## src/rtl/ai_ctrl_pkg.sv

```systemverilog
// Shared types and constants for the AI turn controller: FSM state codes,
// action codes and the item-action classifier.
package ai_ctrl_pkg;

    typedef logic [2:0] ctrl_state_t;

    localparam ctrl_state_t StIdle   = 3'd0;
    localparam ctrl_state_t StStart  = 3'd1;
    localparam ctrl_state_t StWait   = 3'd2;
    localparam ctrl_state_t StIssue  = 3'd3;
    localparam ctrl_state_t StSettle = 3'd4;

    typedef logic [3:0] action_t;

    localparam action_t ACT_SHOOT_ENEMY = 4'd0;
    localparam action_t ACT_SHOOT_SELF  = 4'd1;
    localparam action_t ACT_MAGNIFIER   = 4'd2;
    localparam action_t ACT_CIGARETTE   = 4'd3;
    localparam action_t ACT_BEER        = 4'd4;
    localparam action_t ACT_HANDCUFFS   = 4'd5;
    localparam action_t ACT_SAW         = 4'd6;
    localparam action_t ACT_PHONE       = 4'd7;
    localparam action_t ACT_REVERSE     = 4'd8;
    localparam action_t ACT_END_ITEM    = 4'd9;
    localparam action_t ACT_NONE        = 4'd15;

    function automatic logic is_item_action(action_t a);
        return (a >= ACT_MAGNIFIER) && (a <= ACT_REVERSE);
    endfunction

endpackage

```

## src/rtl/ai_turn_controller_if.sv

```systemverilog
// Inference-engine and game-engine handshake signals of the AI turn controller.
// master = controller side, slave = MLP / mask_argmax / game engine side.
interface ai_turn_controller_if;
    import ai_ctrl_pkg::*;

    logic    infer_start;
    logic    infer_clear;
    logic    inference_done;
    action_t action;
    logic    act_valid;
    action_t act;
    logic    act_ready;

    modport master (
        output infer_start, infer_clear, act_valid, act,
        input  inference_done, action, act_ready
    );

    modport slave (
        input  infer_start, infer_clear, act_valid, act,
        output inference_done, action, act_ready
    );

endinterface

```

## src/rtl/ai_wait_timer.sv

```systemverilog
// Loadable down-counter that saturates at zero; expired_o is high while the count is zero.
module ai_wait_timer #(
    parameter int unsigned Width = 12
) (
    input  logic             clk_i,
    input  logic             rst_ni,
    input  logic             load_i,
    input  logic [Width-1:0] load_val_i,
    input  logic             dec_i,
    output logic             expired_o
);

    logic [Width-1:0] cnt_q, cnt_d;

    always_comb begin
        cnt_d = cnt_q;
        if (load_i) begin
            cnt_d = load_val_i;
        end else if (dec_i && (cnt_q != '0)) begin
            cnt_d = cnt_q - Width'(1);
        end
    end

    always_ff @(posedge clk_i or negedge rst_ni) begin
        if (!rst_ni) begin
            cnt_q <= '0;
        end else begin
            cnt_q <= cnt_d;
        end
    end

    assign expired_o = (cnt_q == '0);

endmodule

```

## src/rtl/ai_turn_controller.sv

```systemverilog
// Sequences the AI turn around MLP inference: start, wait/timeout, issue, settle.
// Optional action history output enabled by AI_ACTION_LOG_EN.
module ai_turn_controller
    import ai_ctrl_pkg::*;
#(
    parameter int unsigned MAX_ITEMS   = 4,
    parameter int unsigned TIMEOUT_CYC = 4096,
    parameter int unsigned SETTLE_CYC  = 4,
    localparam int unsigned ItemsW     = $clog2(MAX_ITEMS + 1)
) (
    input  logic                  i_clk,
    input  logic                  i_rst_n,
    input  logic                  i_turn_req,
    input  logic                  i_abort,
    input  logic                  i_phase_shoot,
    ai_turn_controller_if.master  bus,
    output logic                  o_busy,
    output logic [ItemsW-1:0]     o_items_used,
    output logic                  o_timeout_err
`ifdef AI_ACTION_LOG_EN
    ,
    output logic [31:0]           o_act_hist
`endif
);

    localparam int unsigned TimerMax = (TIMEOUT_CYC > SETTLE_CYC) ? TIMEOUT_CYC : SETTLE_CYC;
    localparam int unsigned TimerW   = (TimerMax > 1) ? $clog2(TimerMax) : 1;

    ctrl_state_t       state_q, state_d;
    action_t           act_q, act_d;
    logic [ItemsW-1:0] items_q, items_d;
    logic              err_q, err_d;

    logic              tmr_load, tmr_dec, tmr_expired;
    logic [TimerW-1:0] tmr_val;
    logic              infer_start, infer_clear;
    action_t           fallback;

    assign fallback = i_phase_shoot ? ACT_SHOOT_ENEMY : ACT_END_ITEM;

    always_comb begin
        state_d     = state_q;
        act_d       = act_q;
        items_d     = items_q;
        err_d       = err_q;
        tmr_load    = 1'b0;
        tmr_val     = '0;
        tmr_dec     = 1'b0;
        infer_start = 1'b0;
        infer_clear = 1'b0;

        if (i_abort) begin
            // Release the MLP if it was mid-inference so the next turn starts clean.
            state_d     = StIdle;
            infer_clear = (state_q == StWait);
        end else begin
            case (state_q)
                StIdle: begin
                    if (i_turn_req) begin
                        state_d = StStart;
                        items_d = '0;
                        err_d   = 1'b0;
                    end
                end
                StStart: begin
                    if (!i_phase_shoot && (items_q == ItemsW'(MAX_ITEMS))) begin
                        act_d   = ACT_END_ITEM;
                        state_d = StIssue;
                    end else begin
                        infer_start = 1'b1;
                        tmr_load    = 1'b1;
                        tmr_val     = TimerW'(TIMEOUT_CYC - 1);
                        state_d     = StWait;
                    end
                end
                StWait: begin
                    tmr_dec = 1'b1;
                    if (bus.inference_done) begin
                        infer_clear = 1'b1;
                        state_d     = StIssue;
                        if (bus.action <= ACT_END_ITEM) begin
                            act_d = bus.action;
                        end else begin
                            act_d = fallback;
                            err_d = 1'b1;
                        end
                    end else if (tmr_expired) begin
                        infer_clear = 1'b1;
                        state_d     = StIssue;
                        act_d       = fallback;
                        err_d       = 1'b1;
                    end
                end
                StIssue: begin
                    if (bus.act_ready) begin
                        if (is_item_action(act_q) || (act_q == ACT_END_ITEM)) begin
                            if (is_item_action(act_q) && (items_q < ItemsW'(MAX_ITEMS))) begin
                                items_d = items_q + ItemsW'(1);
                            end
                            tmr_load = 1'b1;
                            tmr_val  = TimerW'(SETTLE_CYC - 1);
                            state_d  = StSettle;
                        end else begin
                            state_d = StIdle;
                        end
                    end
                end
                StSettle: begin
                    if (tmr_expired) begin
                        state_d = StStart;
                    end else begin
                        tmr_dec = 1'b1;
                    end
                end
                default: state_d = StIdle;
            endcase
        end
    end

    always_ff @(posedge i_clk or negedge i_rst_n) begin
        if (!i_rst_n) begin
            state_q <= StIdle;
            act_q   <= '0;
            items_q <= '0;
            err_q   <= 1'b0;
        end else begin
            state_q <= state_d;
            act_q   <= act_d;
            items_q <= items_d;
            err_q   <= err_d;
        end
    end

    ai_wait_timer #(
        .Width (TimerW)
    ) u_wait_timer (
        .clk_i      (i_clk),
        .rst_ni     (i_rst_n),
        .load_i     (tmr_load),
        .load_val_i (tmr_val),
        .dec_i      (tmr_dec),
        .expired_o  (tmr_expired)
    );

    assign bus.infer_start = infer_start;
    assign bus.infer_clear = infer_clear;
    // Gating with abort keeps the engine from seeing a handshake on an aborted turn.
    assign bus.act_valid   = (state_q == StIssue) && !i_abort;
    assign bus.act         = act_q;
    assign o_busy          = (state_q != StIdle);
    assign o_items_used    = items_q;
    assign o_timeout_err   = err_q;

`ifdef AI_ACTION_LOG_EN
    logic [31:0] hist_q, hist_d;

    always_comb begin
        hist_d = hist_q;
        if ((state_q == StIdle) && i_turn_req && !i_abort) begin
            hist_d = '1;
        end else if (bus.act_valid && bus.act_ready) begin
            hist_d = {hist_q[27:0], act_q};
        end
    end

    always_ff @(posedge i_clk or negedge i_rst_n) begin
        if (!i_rst_n) begin
            hist_q <= '1;
        end else begin
            hist_q <= hist_d;
        end
    end

    assign o_act_hist = hist_q;
`endif

endmodule

```

## src/flat_wrapper.sv

```systemverilog
// flat-port wrapper written by rule: the top's interface ports become plain ports
module ai_turn_controller_flat import ai_ctrl_pkg::*;
#(
    parameter int unsigned MAX_ITEMS   = 4,
    parameter int unsigned TIMEOUT_CYC = 4096,
    parameter int unsigned SETTLE_CYC  = 4,
    localparam int unsigned ItemsW     = $clog2(MAX_ITEMS + 1)
)
  (i_clk, i_rst_n, i_turn_req, i_abort, i_phase_shoot, o_busy, o_items_used, o_timeout_err, bus_infer_start, bus_infer_clear, bus_act_valid, bus_act, bus_inference_done, bus_action, bus_act_ready);
  ai_turn_controller_if bus_i ();
  input  logic i_clk;
  input  logic i_rst_n;
  input  logic i_turn_req;
  input  logic i_abort;
  input  logic i_phase_shoot;
  output logic o_busy;
  output logic [ItemsW-1:0] o_items_used;
  output logic o_timeout_err;
  output wire logic [$bits(bus_i.infer_start)-1:0] bus_infer_start;
  output wire logic [$bits(bus_i.infer_clear)-1:0] bus_infer_clear;
  output wire logic [$bits(bus_i.act_valid)-1:0] bus_act_valid;
  output wire logic [$bits(bus_i.act)-1:0] bus_act;
  input wire logic [$bits(bus_i.inference_done)-1:0] bus_inference_done;
  input wire logic [$bits(bus_i.action)-1:0] bus_action;
  input wire logic [$bits(bus_i.act_ready)-1:0] bus_act_ready;
  assign bus_infer_start = bus_i.infer_start;
  assign bus_infer_clear = bus_i.infer_clear;
  assign bus_act_valid = bus_i.act_valid;
  assign bus_act = bus_i.act;
  assign bus_i.inference_done = bus_inference_done;
  assign bus_i.action = bus_action;
  assign bus_i.act_ready = bus_act_ready;
  ai_turn_controller #(.MAX_ITEMS(MAX_ITEMS), .TIMEOUT_CYC(TIMEOUT_CYC), .SETTLE_CYC(SETTLE_CYC)) u_core (.i_clk(i_clk), .i_rst_n(i_rst_n), .i_turn_req(i_turn_req), .i_abort(i_abort), .i_phase_shoot(i_phase_shoot), .bus(bus_i), .o_busy(o_busy), .o_items_used(o_items_used), .o_timeout_err(o_timeout_err));
endmodule
```

## config.mk

```make
export PLATFORM = sky130hd
export DESIGN_NAME = ai_turn_controller_flat
export DESIGN_NICKNAME = d
export VERILOG_FILES = /design/src/rtl/ai_ctrl_pkg.sv /design/src/rtl/ai_turn_controller_if.sv /design/src/rtl/ai_wait_timer.sv /design/src/rtl/ai_turn_controller.sv /design/src/flat_wrapper.sv
export SDC_FILE = /design/constraint.sdc
export NUM_CORES = 1
export LEC_CHECK = 0
export BUFFER_PORTS_ARGS = -buffer_cell sky130_fd_sc_hd__buf_2
export CORE_MARGIN = 8
export CORE_UTILIZATION = 53
export DETAILED_ROUTE_END_ITERATION = 8
export GPL_TIMING_DRIVEN = 0
export PLACE_DENSITY = 0.75
export SETUP_SLACK_MARGIN = 0.05
export SLEW_MARGIN = 20
export SYNTH_ARGS = -nofsm -noshare
export SYNTH_HDL_FRONTEND = slang
export SYNTH_SLANG_ARGS = --single-unit
```

## constraint.sdc

```tcl
create_clock -name i_clk -period 2.5 [get_ports i_clk]
set_input_delay 0.125 -clock i_clk [delete_from_list [all_inputs] [get_ports i_clk]]
set_output_delay 0.125 -clock i_clk [all_outputs]
set_load 0.05 [all_outputs]
```

==> results of run 1 <==
[report_power, final]
group,switching [mW],internal (mW),total (mW)
clock,0.113,0.0622,0.175
sequential,0.117,0.470,0.588
combinational,0.282,0.196,0.478
[registers in the layout, indices dropped and copies added, names as in the netlist]
| register | cells |
|---|---|
| u_core.u_wait_timer.cnt_q | 12 |
| u_core.o_timeout_err | 1 |
| u_core.bus.act | 4 |
| u_core.state_q | 3 |
| u_core.o_items_used | 3 |
[layout make-up]
cell class	count	area, um2
Buffer	9	77.6
Clock buffer	4	26.3
Fill cell	248	1030
Inverter	10	38.8
Multi-Input combinational cell	121	878
Sequential cell	23	576
Tap cell	31	38.8
Timing Repair Buffer	22	115
[worst paths after layout]
check / startpoint / end / slack, ns
setup / recovery: u_core.state_q[2] / bus_infer_start / 0.23
hold / removal: bus_act_ready / u_core.state_q[1] / 0.08
setup reg to reg: u_core.o_items_used[0] / u_core.u_wait_timer.cnt_q[6] / 0.40
max in group asynchronous: i_rst_n / u_core.o_items_used[1] / 1.84
hold reg to reg: u_core.u_wait_timer.cnt_q[10] / u_core.u_wait_timer.cnt_q[10] / 0.55
min in group asynchronous: i_rst_n / u_core.u_wait_timer.cnt_q[9] / 0.31
[per-layer routing]
layer  vias to the layer above  GRT usage  part of all wire
met5                         -          0                 0
met4                         0     0.0469             0.014
met3                         6     0.0240             0.035
met2                        31      0.233              0.47
met1                       639      0.206              0.48
li1                        660          -                 -
[synth_stat cells, drive strengths merged (2+ instances only)]
cell,number,area share
nor2,14,0.033
ha,4,0.032
o32ai,2,0.016
nand3b,2,0.012
nand3,2,0.0064
nand2,10,0.024
a31oi,9,0.036
o21ai,9,0.029
inv,9,0.022
or3,3,0.012
a2bb2oi,5,0.028
nor3,9,0.032
and2,2,0.0096
a41oi,2,0.011
buf,8,0.047
nand2b,3,0.022
nor2b,3,0.014
dfrtp,23,0.37
a32o,2,0.013
o22a,15,0.084
mux2,5,0.036
a21oi,3,0.0096
mux2i,2,0.013
[metrics by stage]
stage / power [mW] / instance area (um2)
floorplan: 0.947 / 1570
global placement: 1.05 / 1710
detailed placement: 1.07 / 1710
CTS: 1.25 / 1750
global route: 1.33 / 1750
finish: 1.24 / 1750
[kinds of logic (layout without fill, tap and decap cells)]
family                   count (synthesis)  count (layout)  synth area share
AO/OA/AOI/OAI                           54              54             0.270
XOR/XNOR                                 1               1           0.00558
adder cells (fa/ha/maj)                  4               4            0.0319
buffers and inverters                   19              45            0.0741
flip-flops                              23              23             0.367
multiplexers                             7               7            0.0486
AND/OR/NAND/NOR                         55              55             0.203
==> impl_metrics.yaml, run 1 <==
floorplanning:
  die_w_um: 70.4
  core_area_mm2: 0.00278
  io_pins: 23
  die_y_um: 70.4
  die_area_mm2: 0.00496
  start_util: 0.565
  rows: 19
finish:
  final_layout_size_suffix_gt1_frac: 0.254
  n_antenna_cell: 0
  final_cell_mix: "buf_2, dfrtp_1, o22a_1, nor2_1, nand2_1"
  syn2layout_area_growth_pct: 11.5
  utilization: 0.629
  stdcell_count: 220
  final_net_count: 205
cts:
  numCtsBuffers: 3
  cts.path.max_buffers: 2
  cts_root_buf: "clkbuf_4"
  clock-sinks: 23
  cts_tree: "built"
  insertion_delay_ns: 0.31
  hold_buffers: 1
  clk_pin_slew_ns: 0.13
  post_cts.repair.setup_buffers: 0
  cts_htree_levels: 1
  cts_resized: 0
sta:
  setup_violations: 0
  final.setup_skew_ns: 0.00434
  final.setup.tns_ns: 0
  fmax_ghz: 0.440
  worst_slack_ns: 0.228
  slew_headroom: 0.649
  rsz0062_at_grt: "no"
  min_period_ns: 2.27
  final_max_slew_viol_count: 0
  finalHoldViolCount: 0
  worst_pin_slew_ns: 0.527
  worst_hold_slack_ns: 0.0784
  post-route-period-util: 0.909
worst_setup_path:
  crit_cells: 6
  cp-start-kind: "register"
  cp_slowest_cell: "dfrtp_1"
  cp.required_ns: 2.38
  path_cells: "buf_6 -> nor4b_2 -> nand2_1 -> clkinv_2 -> buf_2 -> buf_2"
  cp_max_fo: 10
  slowest_delay_ns: 0.39
  crit_family: "buffers and inverters"
  worstSetupEndpointType: "output port"
  timing.critical_path.buf_inv: 4
  cp.arrival_ns: 2.15
  path_common_cell: "buf_2"
  criticalPathCategory: "reg -> out"
  r2r_cells: 9
global_route:
  grt_pass1_vias: 1335
  track_usage: 0.150
  grt_start_max_net_pins: 24
  grt_pass1_wl_um: 6360
  antenna_found_initial: 0
  grt-ovfl-total: 0
synth:
  netlist-cell-type-count: 49
  ys_seq_area_frac: 0.367
  yosysWarnings: 0
  synthArstFlopShare: 1.00
  avgSynthCellArea_um2: 9.63
  syn_inst: 163
  syn-cell-area_mm2: 0.00157
  syn_nets: 178
  synth_edf_count: 0
  synth_ff_type: "dfrtp_1"
  ys_ff_latch: 23
drt:
  ant_nets: 0
  vias: 1336
  drc: 0
  viasPerCell: 6.07
  wl_um: 3580
  drtIter0Drc: 139
  wl_per_cell_um: 16.3
  dr.pass1.iters: 4
outcome:
  status: "completed"
power:
  leakagePower_nw: 0.832
  peakVddDrop_mv: 0.530
  p_per_area_mw_per_mm2: 709
placed_design:
  dp.cells: 215
  preCtsSetupSlack_ns: 0.430
  gp_congestion: 0.882
  port_buffers: 21
  hpwl_um: 2670
min_path:
  holdPathStages: 2
  hp-class: "in -> reg"
job:
  drv_cap: 0
Note: power is estimated with default switching activity, not from simulation.
==> run 2: changes to the inputs <==
--- a/config.mk
+++ b/config.mk
@@ -5,8 +5,8 @@
 export SDC_FILE = /design/constraint.sdc
 export NUM_CORES = 1
 export LEC_CHECK = 0
+export ABC_AREA = 1
 export BUFFER_PORTS_ARGS = -buffer_cell sky130_fd_sc_hd__buf_2
-export CORE_MARGIN = 8
 export CORE_UTILIZATION = 53
 export DETAILED_ROUTE_END_ITERATION = 8
 export GPL_TIMING_DRIVEN = 0
==> run 2 against run 1 <==
The flow now finishes with violations (DRC). First-iteration DRC count decreased by 45%. Core utilization is 0.97 points higher. Worst hold slack got worse by 0.021 ns. Global-route usage up 8.8 points. Area after synthesis rose by 4.3%. Cell count increased by 41%. Design area increased by 4.1%. Register-to-register slack better by 0.36 ns. Clock skew decreased by 0.0011 ns. Synthesized cell count rose by 55%. Sequential power increased by 9.2%.
==> impl_metrics.yaml, run 2 <==
finish:
  final_cell_mix: "nand2_1, inv_1, nand3_1, nor2_1, dfrtp_1"
  n_antenna_cell: 0
  largest_register_ff_count: 12
  fillCellCount: 286
  final_layout_size_suffix_gt1_frac: 0.151
  design_area_mm2: 0.00182
  layout_commonest_cell: "nand2_1"
  regMostFlops: "u_core.u_wait_timer.cnt_q"
  syn2layout_area_growth_pct: 11.3
  final_net_count: 295
global_route:
  grt_pass1_vias: 1356
  grt_start_max_net_pins: 24
  antenna_found_initial: 0
  grt_pass1_wl_um: 6090
  track_usage: 0.238
  grt-ovfl-total: 0
floorplanning:
  die_w_um: 57.6
  rows: 19
  core_area_mm2: 0.00285
  io_pins: 23
  die_area_mm2: 0.00332
  start_util: 0.574
  die_y_um: 57.6
placed_design:
  placed_area_mm2: 0.00179
  gp_congestion: 0.916
  preCtsSetupSlack_ns: 0.784
  hpwl_um: 2650
  port_buffers: 22
cts:
  cts_root_buf: "clkbuf_4"
  cts_tree: "built"
  clock-sinks: 23
  numCtsBuffers: 3
  cts_resized: 0
  cts.path.max_buffers: 2
  cts_htree_levels: 1
  insertion_delay_ns: 0.32
  clk_pin_slew_ns: 0.13
worst_setup_path:
  criticalPathCategory: "reg -> out"
  cp-start-kind: "register"
  cp.required_ns: 2.38
  r2r_cells: 10
  slowest_delay_ns: 0.42
  reg2reg_to: "u_core.u_wait_timer.cnt_q[6]"
  cp_slowest_cell: "dfrtp_1"
  cp-startpoint: "u_core.u_wait_timer.cnt_q[0]"
  cp_max_fo: 7
  path_common_cell: "inv_1"
  worstSetupEndpointType: "output port"
  cp.arrival_ns: 1.91
  r2r_start: "u_core.u_wait_timer.cnt_q[0]"
  path_cells: "inv_1 -> ha_1 -> inv_1 -> nor3_1 -> a21oi_2 -> nand2_1 -> nand2_1 -> inv_1 -> buf_2"
  r2r_slack_ns: 0.76
synth:
  ys_ff_latch: 23
  avgSynthCellArea_um2: 6.50
  netlist-cell-type-count: 24
  synthArstFlopShare: 1.00
  syn-cell-area_mm2: 0.00164
  syn_inst: 252
  synth_edf_count: 0
  synth_ff_type: "dfrtp_1"
  synth_commonest_cells: "nand2_1, inv_1, nand3_1, nor2_1, dfrtp_1"
  synth.most_common_cell: "nand2_1"
  synth.area.top_cells: "dfrtp_1, nand2_1, nand3_1"
  ys_seq_area_frac: 0.351
  syn_nets: 267
  synth_top_cell_by_area: "dfrtp_1"
  synth_top_area_frac: 0.351
  yosysWarnings: 0
drt:
  wl_per_cell_um: 11.5
  vias: 1589
  dr.pass1.iters: 6
  drtIter0Drc: 77
  drc: 1
  ant_nets: 0
  wl_um: 3580
  viasPerCell: 5.13
sta:
  setup_violations: 0
  worst_slack_ns: 0.462
  rsz0062_at_grt: "no"
  final.setup.tns_ns: 0
  slew_headroom: 0.651
  worst_pin_slew_ns: 0.524
  post-route-period-util: 0.815
  final_max_slew_viol_count: 0
  fmax_ghz: 0.491
  final.setup_skew_ns: 0.00328
  finalHoldViolCount: 0
  min_period_ns: 2.04
power:
  peakVddDrop_mv: 0.582
  leakagePower_nw: 1.07
  p_per_area_mw_per_mm2: 1140
min_path:
  hold-path-endpoint: "u_core.bus.act[1]"
  hp-class: "in -> reg"
  hp-start: "bus_action[1]"
  holdPathStages: 3
outcome:
  status: "complete, but fails checks"
  violations: "DRC"
job:
  drv_cap: 0
## run 2: cell types whose count changed after synthesis, sizes merged, moves of 5 or more
cell,previous run,this run
inv,9,28
a31oi,9,0
mux2,5,0
o22a,15,0
nand3,2,25
o21ai,9,16
nor2,14,27
a2bb2oi,5,0
nand2,10,105
nand4,0,5
nor3,9,2
## run 2: cell families (layout without fill, tap and decap cells)
kind of cell | count (synthesis) | after routing | synth area share
simple gates | 164 | 164 | 0.421
buf+inv | 34 | 61 | 0.0940
flops | 23 | 23 | 0.351
compound gates | 22 | 22 | 0.0764
xor+xnor | 5 | 5 | 0.0267
fa+ha+maj | 4 | 4 | 0.0306
## run 2: worst max path at each step
stage / endpoint / slack (ns) / cells after the start
final: bus_infer_clear / 0.46 / 9
after detailed placement: u_core.bus.act[1] / 0.78 / 9
after floorplan: bus_infer_start / 0.64 / 8
after global placement: u_core.bus.act[2] / 0.81 / 9
after global routing: bus_infer_clear / 0.33 / 9
after CTS: bus_infer_clear / 0.45 / 9
## run 2: critical path: cells and delay by family, from the launching register on
kind | cells | cell delay, ns
fa+ha+maj | 1 | 0.18
buf+inv | 4 | 0.54
simple gates | 3 | 0.34
compound gates | 1 | 0.11
flops | 1 | 0.42
## run 2: per-stage QoR
step	hold slack, ns	cells	utilization	total power [mW]
2_1_floorplan	-0.171	252	-	1.64
5_1_grt	0.0793	310	0.639	2.30
3_5_place_dp	0.143	305	0.626	1.90
4_1_cts	0.0500	310	0.639	2.09
3_3_place_gp	0.140	305	0.626	1.88
6_report	0.0571	310	0.639	2.08
## run 2: final cells by class
| class | count | area, um2 | area share |
|---|---|---|---|
| multi-input combinational | 195 | 908 | 0.498 |
| sequential | 23 | 576 | 0.316 |
| timing repair buffer | 23 | 120 | 0.0659 |
| inverter | 29 | 109 | 0.0597 |
| buffer | 5 | 45.0 | 0.0247 |
| tap | 31 | 38.8 | 0.0213 |
| clock buffer | 4 | 26.3 | 0.0144 |
## run 2: what timing repair did
action	CTS	global route
buffers inserted	0	0
hold buffers	1	0
endpoints found under the hold margin	23	0
## run 2: metal layers
metal	GRT usage	up-vias	wire length [um]
met4	0.105	0	67
li1	-	843	-
met1	0.362	704	1880
met5	0	-	0
met3	0.0227	7	120
met2	0.341	35	1510
## run 2: where the power goes
| part | switching, mW | total, mW | leakage, nW | internal, mW |
|---|---|---|---|---|
| registers | 0.139 | 0.642 | 0.299 | 0.503 |
| logic | 0.848 | 1.26 | 0.756 | 0.409 |
| clock network | 0.119 | 0.181 | 0.0150 | 0.0625 |
| total | 1.11 | 2.08 | 1.07 | 0.975 |
